File: src/rtl/constants_pkg.sv
// Shared widths and types for the GPU memory-side blocks.
package constants_pkg;

    localparam int ADDR_WIDTH              = 32;
    localparam int DATA_WIDTH              = 32;
    localparam int MAX_OUTSTANDING_DEFAULT = 4;

    typedef logic [ADDR_WIDTH-1:0] addr_t;
    typedef logic [DATA_WIDTH-1:0] data_t;

endpackage

File: src/rtl/gpu_id_fifo.sv
// Small synchronous FIFO holding the consumer index of every request that has
// been granted but not yet answered. Its count doubles as the outstanding
// transaction counter.
module gpu_id_fifo #(
    parameter  int WIDTH = 2,
    parameter  int DEPTH = 4,
    localparam int PTR_W = (DEPTH > 1) ? $clog2(DEPTH) : 1,
    localparam int CNT_W = $clog2(DEPTH + 1)
) (
    input  logic             clk,
    input  logic             rst,
    input  logic             push,
    input  logic [WIDTH-1:0] din,
    input  logic             pop,
    output logic [WIDTH-1:0] dout,
    output logic             full,
    output logic             empty,
    output logic [CNT_W-1:0] count
);

    logic [WIDTH-1:0] mem [DEPTH];
    logic [PTR_W-1:0] wr_ptr;
    logic [PTR_W-1:0] rd_ptr;
    logic             do_push;
    logic             do_pop;

    assign full    = (count == CNT_W'(DEPTH));
    assign empty   = (count == '0);
    assign do_push = push && !full;
    assign do_pop  = pop && !empty;
    assign dout    = mem[rd_ptr];

    // Pointer and occupancy bookkeeping; pointers wrap naturally at DEPTH.
    always_ff @(posedge clk) begin
        // NOTE: state registers use non-blocking assignments so every flop
        // samples the pre-edge values regardless of statement order.
        if (rst) begin
            wr_ptr <= '0;
            rd_ptr <= '0;
            count  <= '0;
        end else begin
            if (do_push) wr_ptr <= wr_ptr + PTR_W'(1);
            if (do_pop)  rd_ptr <= rd_ptr + PTR_W'(1);
            count <= count + CNT_W'(do_push) - CNT_W'(do_pop);
        end
    end

    // Entry storage.
    always_ff @(posedge clk) begin
        // NOTE: the storage array is deliberately not reset; an entry is only
        // read after it has been written, and leaving it out keeps it a plain
        // register file / RAM.
        if (do_push) mem[wr_ptr] <= din;
    end

endmodule

File: src/rtl/gpu_mem_arbiter.sv
// Round-robin read-request arbiter in front of the GPU memory channel, with
// in-order routing of memory responses back to the issuing consumer.
module gpu_mem_arbiter #(
    parameter int NUM_CONSUMERS   = 4,
    parameter int MAX_OUTSTANDING = constants_pkg::MAX_OUTSTANDING_DEFAULT,
    parameter int ADDR_WIDTH      = constants_pkg::ADDR_WIDTH,
    parameter int DATA_WIDTH      = constants_pkg::DATA_WIDTH
) (
    input  logic                                clk,
    input  logic                                rst,
    input  logic [NUM_CONSUMERS-1:0]            c_req_vld,
    output logic [NUM_CONSUMERS-1:0]            c_req_rdy,
    input  logic [NUM_CONSUMERS*ADDR_WIDTH-1:0] c_req_addr,
    output logic [NUM_CONSUMERS-1:0]            c_rsp_vld,
    input  logic [NUM_CONSUMERS-1:0]            c_rsp_rdy,
    output logic [DATA_WIDTH-1:0]               c_rsp_data,
    output logic                                m_req_vld,
    input  logic                                m_req_rdy,
    output logic [ADDR_WIDTH-1:0]               m_req_addr,
    input  logic                                m_rsp_vld,
    output logic                                m_rsp_rdy,
    input  logic [DATA_WIDTH-1:0]               m_rsp_data,
    output logic                                proto_err
);

    import constants_pkg::*;

    localparam int ID_W  = $clog2(NUM_CONSUMERS);
    localparam int CNT_W = $clog2(MAX_OUTSTANDING + 1);

    logic [ID_W-1:0]  rr_ptr;
    logic [ID_W-1:0]  winner;
    logic [ID_W-1:0]  head;
    logic             any_req;
    logic             out_free;
    logic             can_grant;
    logic             grant;
    logic             rsp_pop;
    logic             id_full;
    logic             id_empty;
    logic [CNT_W-1:0] id_count;
    int               idx;

    // The output register can take a new request when idle or draining now.
    // Fullness uses the current count only, so a same-cycle pop never makes
    // room for a same-cycle grant.
    assign out_free  = !m_req_vld || m_req_rdy;
    assign can_grant = out_free && !id_full;
    assign grant     = !rst && can_grant && any_req;

    // Round-robin pick: scan from the farthest offset down so the nearest
    // requester at or after rr_ptr is the last (winning) assignment.
    always_comb begin
        // NOTE: every output of a combinational block gets a default first so
        // no path leaves it unassigned and no latch is inferred.
        any_req = 1'b0;
        winner  = '0;
        idx     = 0;
        for (int k = NUM_CONSUMERS - 1; k >= 0; k--) begin
            idx = int'(rr_ptr) + k;
            if (idx >= NUM_CONSUMERS) idx = idx - NUM_CONSUMERS;
            if (c_req_vld[idx]) begin
                winner  = ID_W'(idx);
                any_req = 1'b1;
            end
        end
    end

    // One-hot accept to the winning consumer.
    always_comb begin
        c_req_rdy = '0;
        if (grant) c_req_rdy[winner] = 1'b1;
    end

    // Response routing to the consumer at the head of the ID FIFO.
    always_comb begin
        c_rsp_vld = '0;
        m_rsp_rdy = 1'b0;
        if (!rst && !id_empty) begin
            c_rsp_vld[head] = m_rsp_vld;
            m_rsp_rdy       = c_rsp_rdy[head];
        end
    end

    assign c_rsp_data = m_rsp_data;
    assign rsp_pop    = m_rsp_vld && m_rsp_rdy;

    // Memory request register and round-robin pointer.
    always_ff @(posedge clk) begin
        if (rst) begin
            m_req_vld  <= 1'b0;
            m_req_addr <= '0;
            rr_ptr     <= '0;
        end else if (grant) begin
            m_req_vld  <= 1'b1;
            m_req_addr <= c_req_addr[int'(winner)*ADDR_WIDTH +: ADDR_WIDTH];
            rr_ptr     <= (winner == ID_W'(NUM_CONSUMERS - 1)) ? '0 : winner + ID_W'(1);
        end else if (m_req_rdy) begin
            m_req_vld  <= 1'b0;
        end
    end

    // Sticky flag for a memory response with nothing outstanding.
    always_ff @(posedge clk) begin
        if (rst) begin
            proto_err <= 1'b0;
        end else if (m_rsp_vld && id_count == '0) begin
            proto_err <= 1'b1;
        end
    end

    gpu_id_fifo #(
        .WIDTH (ID_W),
        .DEPTH (MAX_OUTSTANDING)
    ) u_id_fifo (
        .clk   (clk),
        .rst   (rst),
        .push  (grant),
        .din   (winner),
        .pop   (rsp_pop),
        .dout  (head),
        .full  (id_full),
        .empty (id_empty),
        .count (id_count)
    );

endmodule

File: config.mk
export PLATFORM = sky130hd
export DESIGN_NAME = gpu_mem_arbiter
export DESIGN_NICKNAME = d
export VERILOG_FILES = /design/src/rtl/constants_pkg.sv /design/src/rtl/gpu_id_fifo.sv /design/src/rtl/gpu_mem_arbiter.sv
export SDC_FILE = /design/constraint.sdc
export NUM_CORES = 1
export LEC_CHECK = 0
export CORE_ASPECT_RATIO = 0.5
export CORE_MARGIN = 2
export CORE_UTILIZATION = 25
export CTS_CLUSTER_SIZE = 20
export DETAILED_ROUTE_END_ITERATION = 10
export SLEW_MARGIN = 5
export SYNTH_ARGS = -nofsm -noshare
export SYNTH_HDL_FRONTEND = slang
export SYNTH_SLANG_ARGS = --single-unit
File: constraint.sdc
create_clock -name clk -period 7.2 [get_ports clk]
set_clock_uncertainty 0.15 [all_clocks]
set_input_delay 1.44 -clock clk [delete_from_list [all_inputs] [get_ports clk]]
set_output_delay 1.44 -clock clk [all_outputs]
set_load 0.005 [all_outputs]
==> impl_metrics.py <==
metrics = {
    "clock_network": {
        "clkTransAtPathRegs_ps": 70,
        "cts-htree-levels": 2,
        "post_cts_buffers": 0,
        "cts_resized": 0,
        "clkLatencyLatePin_ps": 290,
        "cts-buffers-inserted": 5,
        "root_buffer": "clkbuf_16",
        "clockBufferDepth": 2,
        "cts.sinks": 53,
        "holdBufCountCts": 0,
        "cts_tree": "built",
    },
    "placed_design": {
        "io_buffers": 182,
        "place.gp.congestion": 0.7930,
        "hpwl_mm": 7.235,
        "place_area_um2": 4901,
        "dp_cells": 620,
    },
    "sta": {
        "worstMarginPinSlew_ps": 693.5,
        "tns_ps": 0,
        "drv_slew": 0,
        "period_needed_ps": 5453,
        "setup_violations": 0,
        "fmax_ghz": 0.1834,
        "max_slew_margin": 0.5376,
        "holdWs_ps": 310.4,
        "period_share": 0.7574,
        "hold_viol_final": 0,
        "rsz0062_at_grt": "false",
    },
    "detailed_routing": {
        "viasPerCell": 4.439,
        "routedWlPerCell_um": 15.03,
        "drt.antenna.violating_nets": 0,
        "vias": 2788,
        "drc": 0,
        "drt-initial-drc-count": 107,
        "routed_wl_mm": 9.436,
        "firstDrtPassIters": 4,
    },
    "worst_setup_path": {
        "cp.arrival_ps": 3860,
        "rr_endpoint": "u_id_fifo.count[2]$_SDFF_PP0_",
        "worst-path-max-fanout": 26,
        "crit_type": "primary input to primary output",
        "crit_path_end": "c_req_rdy[3]",
        "cp-startpoint": "c_req_vld[2]",
        "cp.required_ps": 5610,
        "startpoint_type": "primary input",
        "critPathCaptureType": "primary output",
        "reg2reg_depth": 10,
        "rrSetupSlack_ps": 4100,
    },
    "logic_synthesis": {
        "yosys_warnings": 0,
        "synthAdderAreaFrac": 0.04646,
        "synthesis.nets": 501,
        "synth_mux_area_frac": 0.2303,
        "synthSimpleGateAreaFrac": 0.1053,
        "synth_top_family_by_area": "multiplexers",
        "syn_area_um2": 3124,
        "syn_inst": 318,
        "synth.distinct_cells": 34,
        "synthXorXnorAreaFrac": 0.01121,
        "synth_compound_area_frac": 0.1237,
        "synth.avg_cell_area_um2": 9.825,
        "ys_ff_latch": 53,
        "ys_seq_area_frac": 0.3652,
    },
    "grt": {
        "grt_pass1_wl_mm": 15.22,
        "busiest_layer": "met2",
        "antenna_found_initial": 0,
        "grt_use_met1": 0.1610,
        "grtUsageMet3": 0.03097,
        "use_met2": 0.2596,
        "grt_max_degree": 43,
        "grt_usage": 0.1400,
        "overflow": 0,
        "grt_pass1_vias": 2927,
    },
    "floorplan": {
        "io_pins": 247,
        "die_x_um": 162.1,
        "initial_core_util": 0.2600,
        "rows": 28,
        "die_y_um": 83.05,
        "die_area_um2": 13460,
        "core_area_um2": 12020,
    },
    "power": {
        "p_per_area_nw_per_um2": 270.7,
        "power.leakage_nw": 2.136,
        "power_mw": 1.367,
        "irDropWorstVdd_mv": 0.1016,
    },
    "finish": {
        "drive_gt1_frac": 0.04752,
        "fin_area_um2": 5051,
        "fin_cells": 628,
        "fin_nets": 645,
        "n_antenna_cell": 0,
        "fillers": 1187,
        "area_growth_pct": 61.67,
    },
    "hold_path": {
        "holdCritPathClass": "flip-flop to flip-flop",
    },
    "status": {
        "status": "finished clean",
    },
    "job": {
        "maxCapViolCount": 0,
    },
}
-- worst min-delay path by stage --
stage | start | cells past startpoint | to
global route | m_req_addr[3]$_SDFFE_PP0P_ | 2 | m_req_addr[3]$_SDFFE_PP0P_
finish | u_id_fifo.rd_ptr[1]$_SDFFE_PP0P_ | 1 | flip-flop
global placement | u_id_fifo.rd_ptr[1]$_SDFFE_PP0P_ | 1 | flip-flop
floorplan | u_id_fifo.rd_ptr[1]$_SDFFE_PP0P_ | 1 | flip-flop
detailed placement | m_req_addr[31]$_SDFFE_PP0P_ | 2 | m_req_addr[31]$_SDFFE_PP0P_
CTS | u_id_fifo.rd_ptr[1]$_SDFFE_PP0P_ | 1 | flip-flop
-- cell usage in the layout, fill, tap and decap left out, types with 2 or more instances in the layout --
master and instances:
clkdlybuf4s50_1 182, mux2i_1 67, dfxtp_1 45, nand2_1 39, o221ai_1 32, inv_1 13
nor2_1 11, ha_1 10, and2_1 8, edfxtp_1 8, nor2b_1 6, buf_4 6
clkbuf_16 5, xnor2_1 4, nor3_1 2, a21o_1 2, a21oi_1 2
-- layout make-up --
class	count	area, µm²	area share
multi-input cells	201	1638	0.3243
clock buffers	5	125.1	0.02477
repair buffers	188	1867	0.3696
inverters	13	48.80	0.009661
clock inverters	3	25.02	0.004954
flip-flops and latches	53	1141	0.2259
well taps	165	206.4	0.04087
-- registers in the layout, indices dropped and copies added (netlist names), named ones only --
name and flops:
m_req_addr 32, m_req_vld 1, proto_err 1, rr_ptr 2, u_id_fifo.count 3, u_id_fifo.mem 8
u_id_fifo.rd_ptr 2, u_id_fifo.wr_ptr 2
-- Yosys cell counts (all sizes together) --
cell type	instances	area share
mux2i	67	0.21
dfxtp	45	0.29
buf	41	0.090
nand2	39	0.047
o221ai	32	0.090
inv	13	0.016
nor2	12	0.014
clkbuf	10	0.012
ha	10	0.040
and2	8	0.016
edfxtp	8	0.077
nor2b	6	0.012
xnor2	4	0.011
a2111oi	2	0.0056
a21o	2	0.0048
a21oi	2	0.0032
mux4	2	0.016
nor3	2	0.0032
o22ai	2	0.0060
a31oi	1	0.0020
and2b	1	0.0028
fa	1	0.0064
nor4	1	0.0020
o21a	1	0.0024
o21ai	1	0.0016
o21bai	1	0.0024
o221a	1	0.0036
o31ai	1	0.0024
or4b	1	0.0044
or4bb	1	0.0036
-- per-stage QoR --
step / util / worst slack [ps]
after floorplan: - / 2685
after global placement: 0.4079 / 1787
after detailed placement: 0.4079 / 1746
after CTS: 0.4203 / 1742
after global routing: 0.4203 / 1602
final: 0.4203 / 1747
-- power by group --
part | switching [mW] | internal (mW) | leakage (nW) | total [mW]
registers | 0.0547 | 0.405 | 0.447 | 0.459
logic | 0.281 | 0.381 | 1.62 | 0.662
clock network | 0.115 | 0.131 | 0.0704 | 0.246
-- kinds of logic (layout without fill, tap and decap cells) --
logic type,count (synthesis),in the layout
and+or+nand+nor,71,71
buffers and inverters,64,209
xor gates and xnor gates,4,4
muxes,69,69
DFF,53,53
AOI/OAI and AO/OA,46,46
adders and majority gates,11,11
-- worst max-delay path, stage by stage --
cell             delay, ps
clkdlybuf4s50_1        510
inv_1                   80
o221a_2                290
o22ai_4                130
buf_4                  390
inv_1                  200
ha_1                   230
and2_1                 130
clkdlybuf4s50_1        440
-- per-layer routing --
| metal | wire length [µm] | vias up |
|---|---|---|
| li1 | - | 1404 |
| met1 | 3953 | 1291 |
| met2 | 4885 | 75 |
| met3 | 433 | 18 |
| met4 | 164 | 0 |
| met5 | 0 | - |
No activity file was read; power rests on OpenSTA's default activity.
==> RTL change 1, RTL diff (config.mk and constraints unchanged) <==
`ADDR_WIDTH`: 32 -> 48.
--- a/src/rtl/constants_pkg.sv
+++ b/src/rtl/constants_pkg.sv
@@ -3,3 +3,3 @@
 
-    localparam int ADDR_WIDTH              = 32;
+    localparam int ADDR_WIDTH              = 48;
     localparam int DATA_WIDTH              = 32;
Interface: changed (resized c_req_addr and m_req_addr); port bits go from 247 to 327. The function was not compared with the original's and may differ.
==> RTL change 1 against the unedited design <==
  * Die area up 27%
  * Sequential share of layout area down 1.4 points
  * Area after synthesis up 29%
  * Design area up 37%
  * Power up 54%
  * Worst setup slack worse by 0.028 ns
  * Via count up 36%
  * Wire length up 50%
  * Sequential cell count up 16
==> RTL change 1: results (changes against the unedited design) <==
grt:
  met2_usage: 0.2917  # was 0.2596
  track_usage: 0.1606  # was 0.1400
  grt_pass1_vias: 3875  # was 2927
  use_met3: 0.03583  # was 0.03097
  grt_pass1_wl_mm: 21.21  # was 15.22 mm
  grt_max_degree: 51  # was 43
  grtUsageMet1: 0.1882  # was 0.1610
critical_path:
  critPathMaxStageDelay_ns: 0.54  # was 0.51 ns
  cp_top_family: "buffers and inverters"  # unchanged
  critical_path_arrival_ns: 3.89  # was 3.86 ns
  crit_fanout: 37  # was 26
placement:
  place_ws_ns: 1.706  # was 1.746 ns
  dp_hpwl_mm: 10.65  # was 7.235 mm
  place.port_buffers: 262  # was 182
  dp.cells: 814  # was 620
  place_congestion: 0.7589  # was 0.7930
pwr:
  powerSeq_mw: 0.626  # was 0.459 mW
  p_leak_nw: 2.933  # was 2.136 nW
  pwr-share-clk: 0.223  # was 0.180
  irDropWorstVdd_v: 0.0001173  # was 0.0001016 V
  swShare: 0.3275  # was 0.3295
drt:
  wl_mm: 14.16  # was 9.436 mm
  vias_per_cell: 4.561  # was 4.439
  initialDrtViolationCount: 156  # was 107
logic_synthesis:
  yosysWarnings: 0  # unchanged
  synth_common_cells: "99 x mux2i_1, 61 x dfxtp_1, 57 x nand2_1, 48 x o221ai_1, 33 x buf_4"  # was 67 x mux2i_1, 45 x dfxtp_1, 39 x nand2_1, 32 x buf_4, 32 x o221ai_1
  syn_nets: 650  # was 501
  ys_seq_area_frac: 0.3639  # was 0.3652
  ys_types: 36  # was 34
  syn_inst: 403  # was 318
  synth_area_leaders: "dfxtp_1 30%, mux2i_1 25%, o221ai_1 10%"  # was dfxtp_1 29%, mux2i_1 21%, o221ai_1 9.0%
cells_and_area:
  nNetsFinal: 868  # was 645
  nFillCells: 1460  # was 1187
  drive_gt1_frac: 0.04952  # was 0.04752
  reg_top3: "m_req_addr x48, u_id_fifo.mem x8, u_id_fifo.count x3"  # was m_req_addr x32, u_id_fifo.mem x8, u_id_fifo.count x3
  fin_cells: 830  # was 628
min_path:
  worstHoldPathType: "register to register"  # unchanged
sta:
  slew_headroom: 0.2552  # was 0.5376
clock_network:
  cts_buffers: 9  # was 5
  ctsResizeCount: 0  # unchanged
  cts_max_level: 3  # was 2
  clock_latency_ns: 0.32  # was 0.29 ns
outcome:
  status: "complete, no violations"  # unchanged
-- RTL change 1: changes by cell type after synthesis, sizes merged, moves of 4 or more --
cell / change
mux2i: +32
nand2: +18
dfxtp: +16
o221ai: +16
buf: +5
clkbuf: +4
-- RTL change 1: layout make-up --
class	instances	area share
Timing Repair Buffer	267	0.3850
Multi-Input combinational cell	264	0.3156
Sequential cell	69	0.2115
Tap cell	204	0.03694
Clock buffer	9	0.03260
Clock inverter	7	0.01286
Inverter	10	0.005433
-- RTL change 1: cell families (layout without fill, tap and decap cells) --
logic type | count (synthesis) | after routing | share of synthesized area
adder cells (fa/ha/maj) | 11 | 11 | 0.03614
flip-flops | 69 | 69 | 0.3639
AO/OA/AOI/OAI | 62 | 62 | 0.1355
buffers and inverters | 70 | 293 | 0.09969
AND/OR/NAND/NOR | 86 | 86 | 0.09658
XOR/XNOR | 3 | 3 | 0.006543
multiplexers | 102 | 102 | 0.2617
-- RTL change 1: through the flow --
| step | cell area [um^2] | power (mW) |
|---|---|---|
| after floorplan | 4016 | 1.167 |
| after detailed placement | 6595 | 1.658 |
| after global placement | 6595 | 1.648 |
| after global routing | 6909 | 2.252 |
| final | 6909 | 2.112 |
| after CTS | 6909 | 2.148 |
-- RTL change 1: final timing paths --
kind                            cells past startpoint                 end           startpoint  slack [ns]
worst max-delay path                                8        c_req_rdy[2]         c_req_vld[0]        1.72
worst min-delay path                                1            register  u_id_fifo.rd_ptr[1]        0.31
worst max register to register                     11  u_id_fifo.count[2]             register        3.99
worst min register to register                      1            register  u_id_fifo.rd_ptr[1]        0.31
-- RTL change 1: routing by layer --
layer,share of wire,wire [um]
met1,0.42,5944
met3,0.037,523
met5,0,0
met2,0.52,7377
met4,0.022,313
==> RTL change 2, RTL diff (config.mk and constraints unchanged) <==
Without the edit above. Put one more register stage on the output `proto_err`, without a reset. The value now appears one clock later. The other outputs are not delayed to match.
--- a/src/rtl/gpu_mem_arbiter.sv
+++ b/src/rtl/gpu_mem_arbiter.sv
@@ -29,2 +29,4 @@
     localparam int CNT_W = $clog2(MAX_OUTSTANDING + 1);
+
+    logic proto_err_s0;
 
@@ -105,5 +107,5 @@
         if (rst) begin
-            proto_err <= 1'b0;
+            proto_err_s0 <= 1'b0;
         end else if (m_rsp_vld && id_count == '0) begin
-            proto_err <= 1'b1;
+            proto_err_s0 <= 1'b1;
         end
@@ -126,2 +128,6 @@
 
+    always_ff @(posedge clk) begin
+        proto_err <= proto_err_s0;
+    end
+
 endmodule
Function: changed (Yosys sat finds a counterexample within 4 cycles, from zero or initial values and one cycle with rst high).
==> RTL change 2 against the unedited design <==
  * Critical endpoint unchanged
  * Area after synthesis grew 0.64%
  * First-iteration DRC count increased by 10%
  * Worst hold slack worse by 0.10 ns
  * Wire length is 1.1% lower
  * Largest power group unchanged
  * Sequential cell count up 1
  * Power up 0.16%
  * Worst setup slack worse by 0.0068 ns
  * Design area increased by 0.57%
==> RTL change 2: results (changes against the unedited design) <==
logic_synthesis:
  synth_area_leaders: "dfxtp_1 29%, mux2i_1 21%, o221ai_1 8.9%"  # was dfxtp_1 29%, mux2i_1 21%, o221ai_1 9.0%
  synthXorXnorAreaFrac: 0.01114  # was 0.01121
  synth_common_cells: "67 x mux2i_1, 46 x dfxtp_1, 39 x nand2_1, 32 x buf_4, 32 x o221ai_1"  # was 67 x mux2i_1, 45 x dfxtp_1, 39 x nand2_1, 32 x buf_4, 32 x o221ai_1
  synthAdderAreaFrac: 0.04616  # was 0.04646
  synth_compound_area_frac: 0.1230  # was 0.1237
  synthMuxAreaShare: 0.2288  # was 0.2303
grt:
  grtUsageMet1: 0.1555  # was 0.1610
  met2_usage: 0.2491  # was 0.2596
  use_met3: 0.03746  # was 0.03097
  grt_pass1_wl_mm: 14.81  # was 15.22 mm
  grt_max_degree: 40  # was 43
placement:
  place_ws_ns: 1.709  # was 1.746 ns
  place_congestion: 0.7953  # was 0.7930
  dpl-instance-area_um2: 4928  # was 4901 um^2
drt:
  wl_mm: 9.332  # was 9.436 mm
  vias: 2809  # was 2788
  met2RoutedLength_mm: 4.720  # was 4.885 mm
  dr_wl_met3_um: 549  # was 433 um
outcome:
  status: "complete, no violations"  # unchanged
cells_and_area:
  drive_gt1_frac: 0.04946  # was 0.04752
  nNetsFinal: 647  # was 645
pwr:
  p_leak_nw: 2.153  # was 2.136 nW
  irDropWorstVdd_v: 0.00009890  # was 0.0001016 V
critical_path:
  critPathMaxStageDelay_ns: 0.49  # was 0.51 ns
  crit_fanout: 30  # was 26
sta:
  tightestPinTransition_ns: 0.6444  # was 0.6935 ns
## RTL change 2: cell types whose count changed in the layout (fill, tap and decap cells not counted)
cell        unedited run  this run
buf_4                  6         7
clkinv_4               1         3
clkinvlp_4             1         0
dfxtp_1               45        46
inv_6                  1         0
## RTL change 2: layout make-up
type / instances / area, um^2
Inverter: 13 / 48.80
Fill cell: 1216 / 6972
Clock inverter: 3 / 26.28
Clock buffer: 5 / 125.1
Multi-Input combinational cell: 201 / 1638
Sequential cell: 54 / 1161
Timing Repair Buffer: 189 / 1874
Tap cell: 165 / 206.4
## RTL change 2: cells by family after synthesis
| logic type | count (synthesis) |
|---|---|
| buf+inv | 64 |
| flops | 54 |
| simple gates | 71 |
| fa+ha+maj | 11 |
| mux | 69 |
| xor+xnor | 4 |
| compound gates | 46 |
## RTL change 2: path summary, 6_finish.rpt
check / start / end / slack, ns / cells past startpoint
min reg2reg: proto_err_s0 / proto_err / 0.21 / 0
min: proto_err_s0 / proto_err / 0.21 / 0
max: c_req_vld[2] / c_req_rdy[3] / 1.74 / 9
max reg2reg: register / u_id_fifo.count[2] / 4.13 / 10
## RTL change 2: worst reg2reg max path: cells and delay by family (launching register included)
family,cells,cell delay (ns)
DFF,1,0.39
xor gates and xnor gates,2,0.31
AOI/OAI and AO/OA,1,0.25
buffers and inverters,1,0.04
adders and majority gates,3,0.71
muxes,1,0.55
and+or+nand+nor,2,0.57
## RTL change 2: power breakdown
part | leakage, nW | internal [mW] | switching [mW]
combinational | 1.62 | 0.379 | 0.276
sequential | 0.455 | 0.412 | 0.0530
clock | 0.0740 | 0.131 | 0.118
